`src/rtl/chunked_comparator_pkg.sv`:
```
// Shared types and constants for the chunked magnitude comparator.
//   state_t : FSM states (IDLE waits for a start chunk, RUN consumes the rest)
//   RES_*   : one-hot result encoding, bit order {eq, gt, lt}
package chunked_comparator_pkg;

    typedef enum logic {
        IDLE = 1'b0,
        RUN  = 1'b1
    } state_t;

    localparam int unsigned RES_W = 3;

    localparam logic [RES_W-1:0] RES_NONE = 3'b000;
    localparam logic [RES_W-1:0] RES_EQ   = 3'b100;
    localparam logic [RES_W-1:0] RES_GT   = 3'b010;
    localparam logic [RES_W-1:0] RES_LT   = 3'b001;

endpackage : chunked_comparator_pkg

```
`src/rtl/chunked_comparator_chunk.sv`:
```
// Combinational SIZE-bit comparator for one chunk.
//   a, b      : chunk operands
//   signed_en : 1 = treat a/b as two's complement
//   eq        : a == b
//   gt        : a > b (signed or unsigned per signed_en)
module comparator_chunk #(
    parameter int unsigned SIZE = 5
) (
    input  logic [SIZE-1:0] a,
    input  logic [SIZE-1:0] b,
    input  logic            signed_en,
    output logic            eq,
    output logic            gt
);

    always_comb begin
        eq = (a == b);
        if (signed_en) begin
            gt = ($signed(a) > $signed(b));
        end else begin
            gt = (a > b);
        end
    end

endmodule : comparator_chunk

```
`src/rtl/chunked_comparator.sv`:
```
// Serial magnitude comparator for SIZE*WORDS-bit operands, MSB chunk first.
//   clk, rst     : rising-edge clock, synchronous active-high reset
//   start        : with in_valid, marks the first (MSB) chunk
//   in_valid     : A/B chunk accepted this cycle (no backpressure)
//   A, B         : operand chunks
//   signed_mode  : sampled with the start chunk, signed compare of MSB chunk
//   busy         : compare in progress
//   done         : one-cycle pulse, flags updated this cycle
//   aequalsb / agreaterb / alesserb : result of the last completed compare
module chunked_comparator
    import chunked_comparator_pkg::*;
#(
    parameter int unsigned SIZE  = 5,
    parameter int unsigned WORDS = 4
) (
    input  logic            clk,
    input  logic            rst,
    input  logic            start,
    input  logic            in_valid,
    input  logic [SIZE-1:0] A,
    input  logic [SIZE-1:0] B,
    input  logic            signed_mode,
    output logic            busy,
    output logic            done,
    output logic            aequalsb,
    output logic            agreaterb,
    output logic            alesserb
);

    localparam int unsigned CNT_W = ($clog2(WORDS) > 1) ? $clog2(WORDS) : 1;

    state_t             state_q, state_d;
    logic [CNT_W-1:0]   cnt_q, cnt_d;
    logic               decided_q, decided_d;
    logic               gt_q, gt_d;
    logic               done_q, done_d;
    logic [RES_W-1:0]   flags_q, flags_d;

    logic               chunk_eq;
    logic               chunk_gt;

    // Only the MSB chunk (always the start chunk) may compare signed.
    comparator_chunk #(
        .SIZE (SIZE)
    ) u_cmp (
        .a         (A),
        .b         (B),
        .signed_en (start & signed_mode),
        .eq        (chunk_eq),
        .gt        (chunk_gt)
    );

    // Next-state, decision tracking and result formation.
    always_comb begin
        logic finish;
        state_d   = state_q;
        cnt_d     = cnt_q;
        decided_d = decided_q;
        gt_d      = gt_q;
        done_d    = 1'b0;
        flags_d   = flags_q;
        finish    = 1'b0;

        if (in_valid) begin
            if (start) begin
                // Fresh MSB chunk; in RUN this silently aborts the old compare.
                decided_d = ~chunk_eq;
                gt_d      = chunk_gt;
                if (WORDS == 1) begin
                    finish  = 1'b1;
                    state_d = IDLE;
                    cnt_d   = '0;
                end else begin
                    state_d = RUN;
                    cnt_d   = CNT_W'(1);
                end
            end else if (state_q == RUN) begin
                // First differing chunk wins; later ones are only counted.
                if (!decided_q) begin
                    decided_d = ~chunk_eq;
                    gt_d      = chunk_gt;
                end
                cnt_d = cnt_q + CNT_W'(1);
                if (cnt_q == CNT_W'(WORDS - 1)) begin
                    finish  = 1'b1;
                    state_d = IDLE;
                    cnt_d   = '0;
                end
            end
        end

        if (finish) begin
            done_d = 1'b1;
            if (!decided_d) begin
                flags_d = RES_EQ;
            end else if (gt_d) begin
                flags_d = RES_GT;
            end else begin
                flags_d = RES_LT;
            end
        end
    end

    // State and output registers.
    always_ff @(posedge clk) begin
        if (rst) begin
            state_q   <= IDLE;
            cnt_q     <= '0;
            decided_q <= 1'b0;
            gt_q      <= 1'b0;
            done_q    <= 1'b0;
            flags_q   <= RES_NONE;
        end else begin
            state_q   <= state_d;
            cnt_q     <= cnt_d;
            decided_q <= decided_d;
            gt_q      <= gt_d;
            done_q    <= done_d;
            flags_q   <= flags_d;
        end
    end

    assign busy      = (state_q == RUN);
    assign done      = done_q;
    assign aequalsb  = flags_q[2];
    assign agreaterb = flags_q[1];
    assign alesserb  = flags_q[0];

endmodule : chunked_comparator

```
`config.mk`:
```
export PLATFORM = sky130hd
export DESIGN_NAME = chunked_comparator
export DESIGN_NICKNAME = d
export VERILOG_FILES = /design/src/rtl/chunked_comparator_pkg.sv /design/src/rtl/chunked_comparator_chunk.sv /design/src/rtl/chunked_comparator.sv
export SDC_FILE = /design/constraint.sdc
export NUM_CORES = 1
export LEC_CHECK = 0
export BUFFER_PORTS_ARGS = -buffer_cell sky130_fd_sc_hd__buf_2
export CORE_MARGIN = 5
export CORE_UTILIZATION = 40
export CTS_BUF_LIST = sky130_fd_sc_hd__clkbuf_2
export CTS_CLUSTER_DIAMETER = 30
export CTS_CLUSTER_SIZE = 40
export DETAILED_ROUTE_END_ITERATION = 10
export PLACE_DENSITY_LB_ADDON = 0.1
export RECOVER_POWER = 50
export SLEW_MARGIN = 0
export SYNTH_ARGS = -nofsm -noshare
export SYNTH_HDL_FRONTEND = slang
export SYNTH_SLANG_ARGS = --single-unit
```
`constraint.sdc`:
```
create_clock -name clk -period 4.64 [get_ports clk]
set_clock_uncertainty 0.2 [all_clocks]
set_input_delay 0.696 -clock clk [delete_from_list [all_inputs] [get_ports clk]]
set_output_delay 0.696 -clock clk [all_outputs]
set_load 0.05 [all_outputs]
```
### Yosys cells after proc, flatten, opt, wreduce, memory -nomap -nowiden

Cells that the tools add are included.

* RAM bits: 0
* memories kept: 0
* latch bits: 0
* word-level logic and storage cells: 37
* ROM bits: 0
* flip-flop bits (word level): 9
* output and inout bits: 5

* shift operators: 0
* divide/modulo/power cells: 0
* bitwise operators: 2
* magnitude comparators: 2
* $mul: 0
* multiplexer cells: 22
* reduce and logical (&&, ||, !) cells: 2
* eq/ne operators: 2
* add/sub/neg operators: 1

Operators by type and width (number)
* 1-bit two-way mux: 17
* 5-bit > comparator: 2
* 2-bit two-way mux: 4
* 5-bit == test: 1
* 3-bit two-way mux: 1
* 2-bit by 1-bit adder with 2-bit output (second input constant): 1
* 2-bit == test (second input constant): 1
* 2-bit AND reduction: 1
* 2-bit nonzero test: 1
* 1-bit bitwise AND: 1
* 1-bit inverter: 1

### Longest topological paths before layout

* word-level depth: 8
* gate-level depth with buffers: 6
* depth with buffers taken out: 6

### Cells and area by module

Synthesis repeated with hierarchy kept, for this count alone.

* cells, all modules: 61
* area total of the unflattened synthesis: 538.0 sq um

By module, submodules not included
* chunked_comparator: seq. area each 180.2 sq um, area an instance 394.1 sq um, instances 1, cells each 42
* comparator_chunk: seq. area each 0.0 sq um, area an instance 143.9 sq um, instances 1, cells each 19

### Least setup slack after synthesis

Ideal clock, no wire load.

* kind: input-to-reg
* start point: input port B[1]
* end point: register flags_q[1]
* arrival: 1.876 ns
* path slack: 2.478 ns
* stages on the path: 6
* cell sequence: inv_1 -> ha_1 -> nand2b_1 -> a211o_1 -> a311o_1 -> a221oi_2

* longest elaborated chain between the ends: 8
* elaborated cells on any way between the ends: 15

Ends and longest elaborated chain
* start, declared: RTL line chunked_comparator.sv:21 `input logic [SIZE-1:0] B,`
* 5-bit > comparator, on equally long branches: RTL line chunked_comparator_chunk.sv:21, chunked_comparator_chunk.sv:19
* 1-bit two-way mux: RTL line chunked_comparator_chunk.sv:18 `if (signed_en) begin`
* 1-bit two-way mux: RTL line chunked_comparator.sv:79 `if (!decided_q) begin`
* 1-bit two-way mux: RTL line chunked_comparator.sv:77 `end else if (state_q == RUN) begin`
* 1-bit two-way mux: RTL line chunked_comparator.sv:65 `if (start) begin`
* 1-bit two-way mux: RTL line chunked_comparator.sv:64 `if (in_valid) begin`
* 2-bit two-way mux: RTL line chunked_comparator.sv:96 `end else if (gt_d) begin`
* 3-bit two-way mux *: RTL line chunked_comparator.sv:94 `if (!decided_d) begin`
* end signal, assigned: RTL line chunked_comparator.sv:119 `flags_q <= flags_d;`
* end, declared: RTL line chunked_comparator.sv:37 `logic [RES_W-1:0] flags_q, flags_d;`

Every way passes the cells marked *; elsewhere a longest branch is shown, timed or not.
A chain may end at the register's enable or synchronous reset.

### Final worst setup path

Ends and elaborated chain as after synthesis.

==> impl_metrics.toml <==
[synthesis]
synth_flop_cell = "dfxtp_1"
synth_edf_count = 0
syn_nets = 87
ys_warn_count = 0
synth_cell_type_count = 24
synth_top_area_frac = 0.336
synth.cell_area_um2 = 537
synthTopCellsByArea = "dfxtp_1, ha_1, a21oi_1"
netlist_instances = 66
synth.avg_cell_area_um2 = 8.13
synth_seq_area_share = 0.336
netlist_top_cells_count = "dfxtp_1, nand2_1, a21oi_1, nor2_1"
synth_seq_cells = 9
synthArstFlopShare = 0
yosysTopAreaCell = "dfxtp_1"

[placement]
dp_hpwl_um = 885
io_buffers = 19
preCtsSetupSlack_ps = 2330
gp_congestion = 0.747

[clock_tree]
ctsHtreeMaxLevel = 1
clkTransAtPathRegs_ps = 90
cts_buffer_depth = 2
clk_latency_ps = 240
cts_root_buf = "clkbuf_2"
cts_tree = "yes"
post-cts-setup-buffers = 0
cts_buffers = 3
cts_sinks = 9
ctsResizeCount = 0
cts.hold.buffers_added = 0

[grt]
grtUsageTotal = 0.122
grt_max_degree = 11
grt_antenna_before_repair = 0
overflow = 0
grt_pass1_wl_um = 1880
grt_pass1_vias = 502

[timing]
fin_ws_ps = 2580
rsz0062_at_grt = "false"
hold_viol = 0
whs_ps = 284
slew_viol_final = 0
setup_violations = 0
tns_ps = 0
tightestPinTransition_ps = 598
fin_crit_ps = 2060
min_period_over_period = 0.443
max-slew-margin-rel = 0.603
fmax_mhz = 486

[detailed_routing]
drcViolationCount = 0
vias = 546
drt_iter0_markers = 10
firstDrtPassIters = 4
routed_wirelength_um = 1120
avgRoutedWirePerCell_um = 10.8
avgViaCountPerCell = 5.30
ant_nets = 0

[floorplan]
coreArea_mm2 = 0.00128
die_h_um = 46.6
dieArea_mm2 = 0.00217
row_count = 13
die_w_um = 46.6
initial_core_util = 0.418
pin_count = 20

[setup_path]
path_class = "input pin to flip-flop"
path_delay_family = "compound AO/OA/AOI/OAI gates"
end_kind = "flip-flop"
cp-start-kind = "input pin"
cp_slowest_cell = "a311o_1"
max_stage_delay_ps = 360
crit_fanout = 3
crit_chain = "buf_2, inv_1, ha_1, nand2b_1, a211o_1, a311o_1, a221oi_2"
crit_buf_inv = 2
cp.arrival_ps = 2020
critical_path_required_ps = 4600

[job]
drv_cap = 0

[hold_path]
hold_class = "flip-flop to flip-flop"

[layout]
area_delta_synth_final_pct = 23.5
drive_above_1_share = 0.239
diodes = 0
nNetsFinal = 110
fill_cells = 139

[pwr]
powerDensity_mw_per_mm2 = 246
leakage_nw = 0.321
ir_worst_vdd_mv = 0.121

[outcome]
status = "finished, final reports clean"
==> registers in the layout, summed over array words and instances (netlist names) <==
register   flops
decided_q      1
gt_q           1
done           1
busy           1
cnt_q          2
flags_q        3
==> final cells by class <==
cell class                 count  area (um^2)  area share
timing repair buffer          19         91.3       0.138
sequential                     9          180       0.272
multi-input combinational     50          330       0.498
tap                           15         18.8      0.0283
clock buffer                   4         20.0      0.0302
inverter                       6         22.5      0.0340
==> power breakdown <==
group / switching [mW] / leakage [nW] / internal, mW
sequential: 0.00215 / 0.0733 / 0.0799
clock: 0.0269 / 0.0166 / 0.0229
combinational: 0.0172 / 0.231 / 0.0141
total: 0.0462 / 0.321 / 0.117
==> kinds of logic after synthesis <==
logic type,after synthesis,synth area share
AND/OR/NAND/NOR,25,0.233
AO/OA/AOI/OAI,19,0.242
flip-flops,9,0.336
buffers and inverters,7,0.0489
adder cells (fa/ha/maj),6,0.140
==> per-layer routing <==
metal,track usage,routed length [um],part of all wire
met5,0,0,0
met4,0.0829,31,0.028
met3,0.0234,86,0.077
met2,0.203,480,0.43
met1,0.139,519,0.46
==> tightest hold or removal path: stages, from the launching register on <==
cell     delay [ps]
dfxtp_1         330
nand2_1          60
a21oi_1          50
==> metrics by stage <==
stage	instances	utilization	power, mW	instance area, um^2
2_1_floorplan	66	-	0.104	537
3_3_place_gp	99	0.503	0.115	647
3_5_place_dp	99	0.503	0.116	647
4_1_cts	103	0.519	0.166	667
5_1_grt	103	0.516	0.175	663
6_report	103	0.516	0.163	663
==> final timing paths <==
check        start          to  slack [ps]  cells past startpoint
max           B[1]  flags_q[1]        2580                      7
min reg2reg   gt_q        gt_q         280                      2
max reg2reg   busy  flags_q[1]        3070                      4
min           gt_q        gt_q         280                      2
==> layout by cell type (no fill, tap or decap) <==
master    count
a31o_1        1
a21o_1        1
o21ai_0       3
nand3_1       1
a311o_1       1
nand4b_1      2
dfxtp_1       9
a221oi_2      1
o211ai_1      1
inv_1         6
buf_2        16
a21oi_1       7
nor2b_1       1
o21a_1        1
a21boi_1      1
nor3_1        1
nand2b_1      1
clkbuf_1      3
nor3b_1       1
nand2_1       9
and3b_1       2
a22oi_1       1
a211o_1       1
clkbuf_2      4
nor2_1        7
ha_1          6
Note: power is estimated with default switching activity, not from simulation.
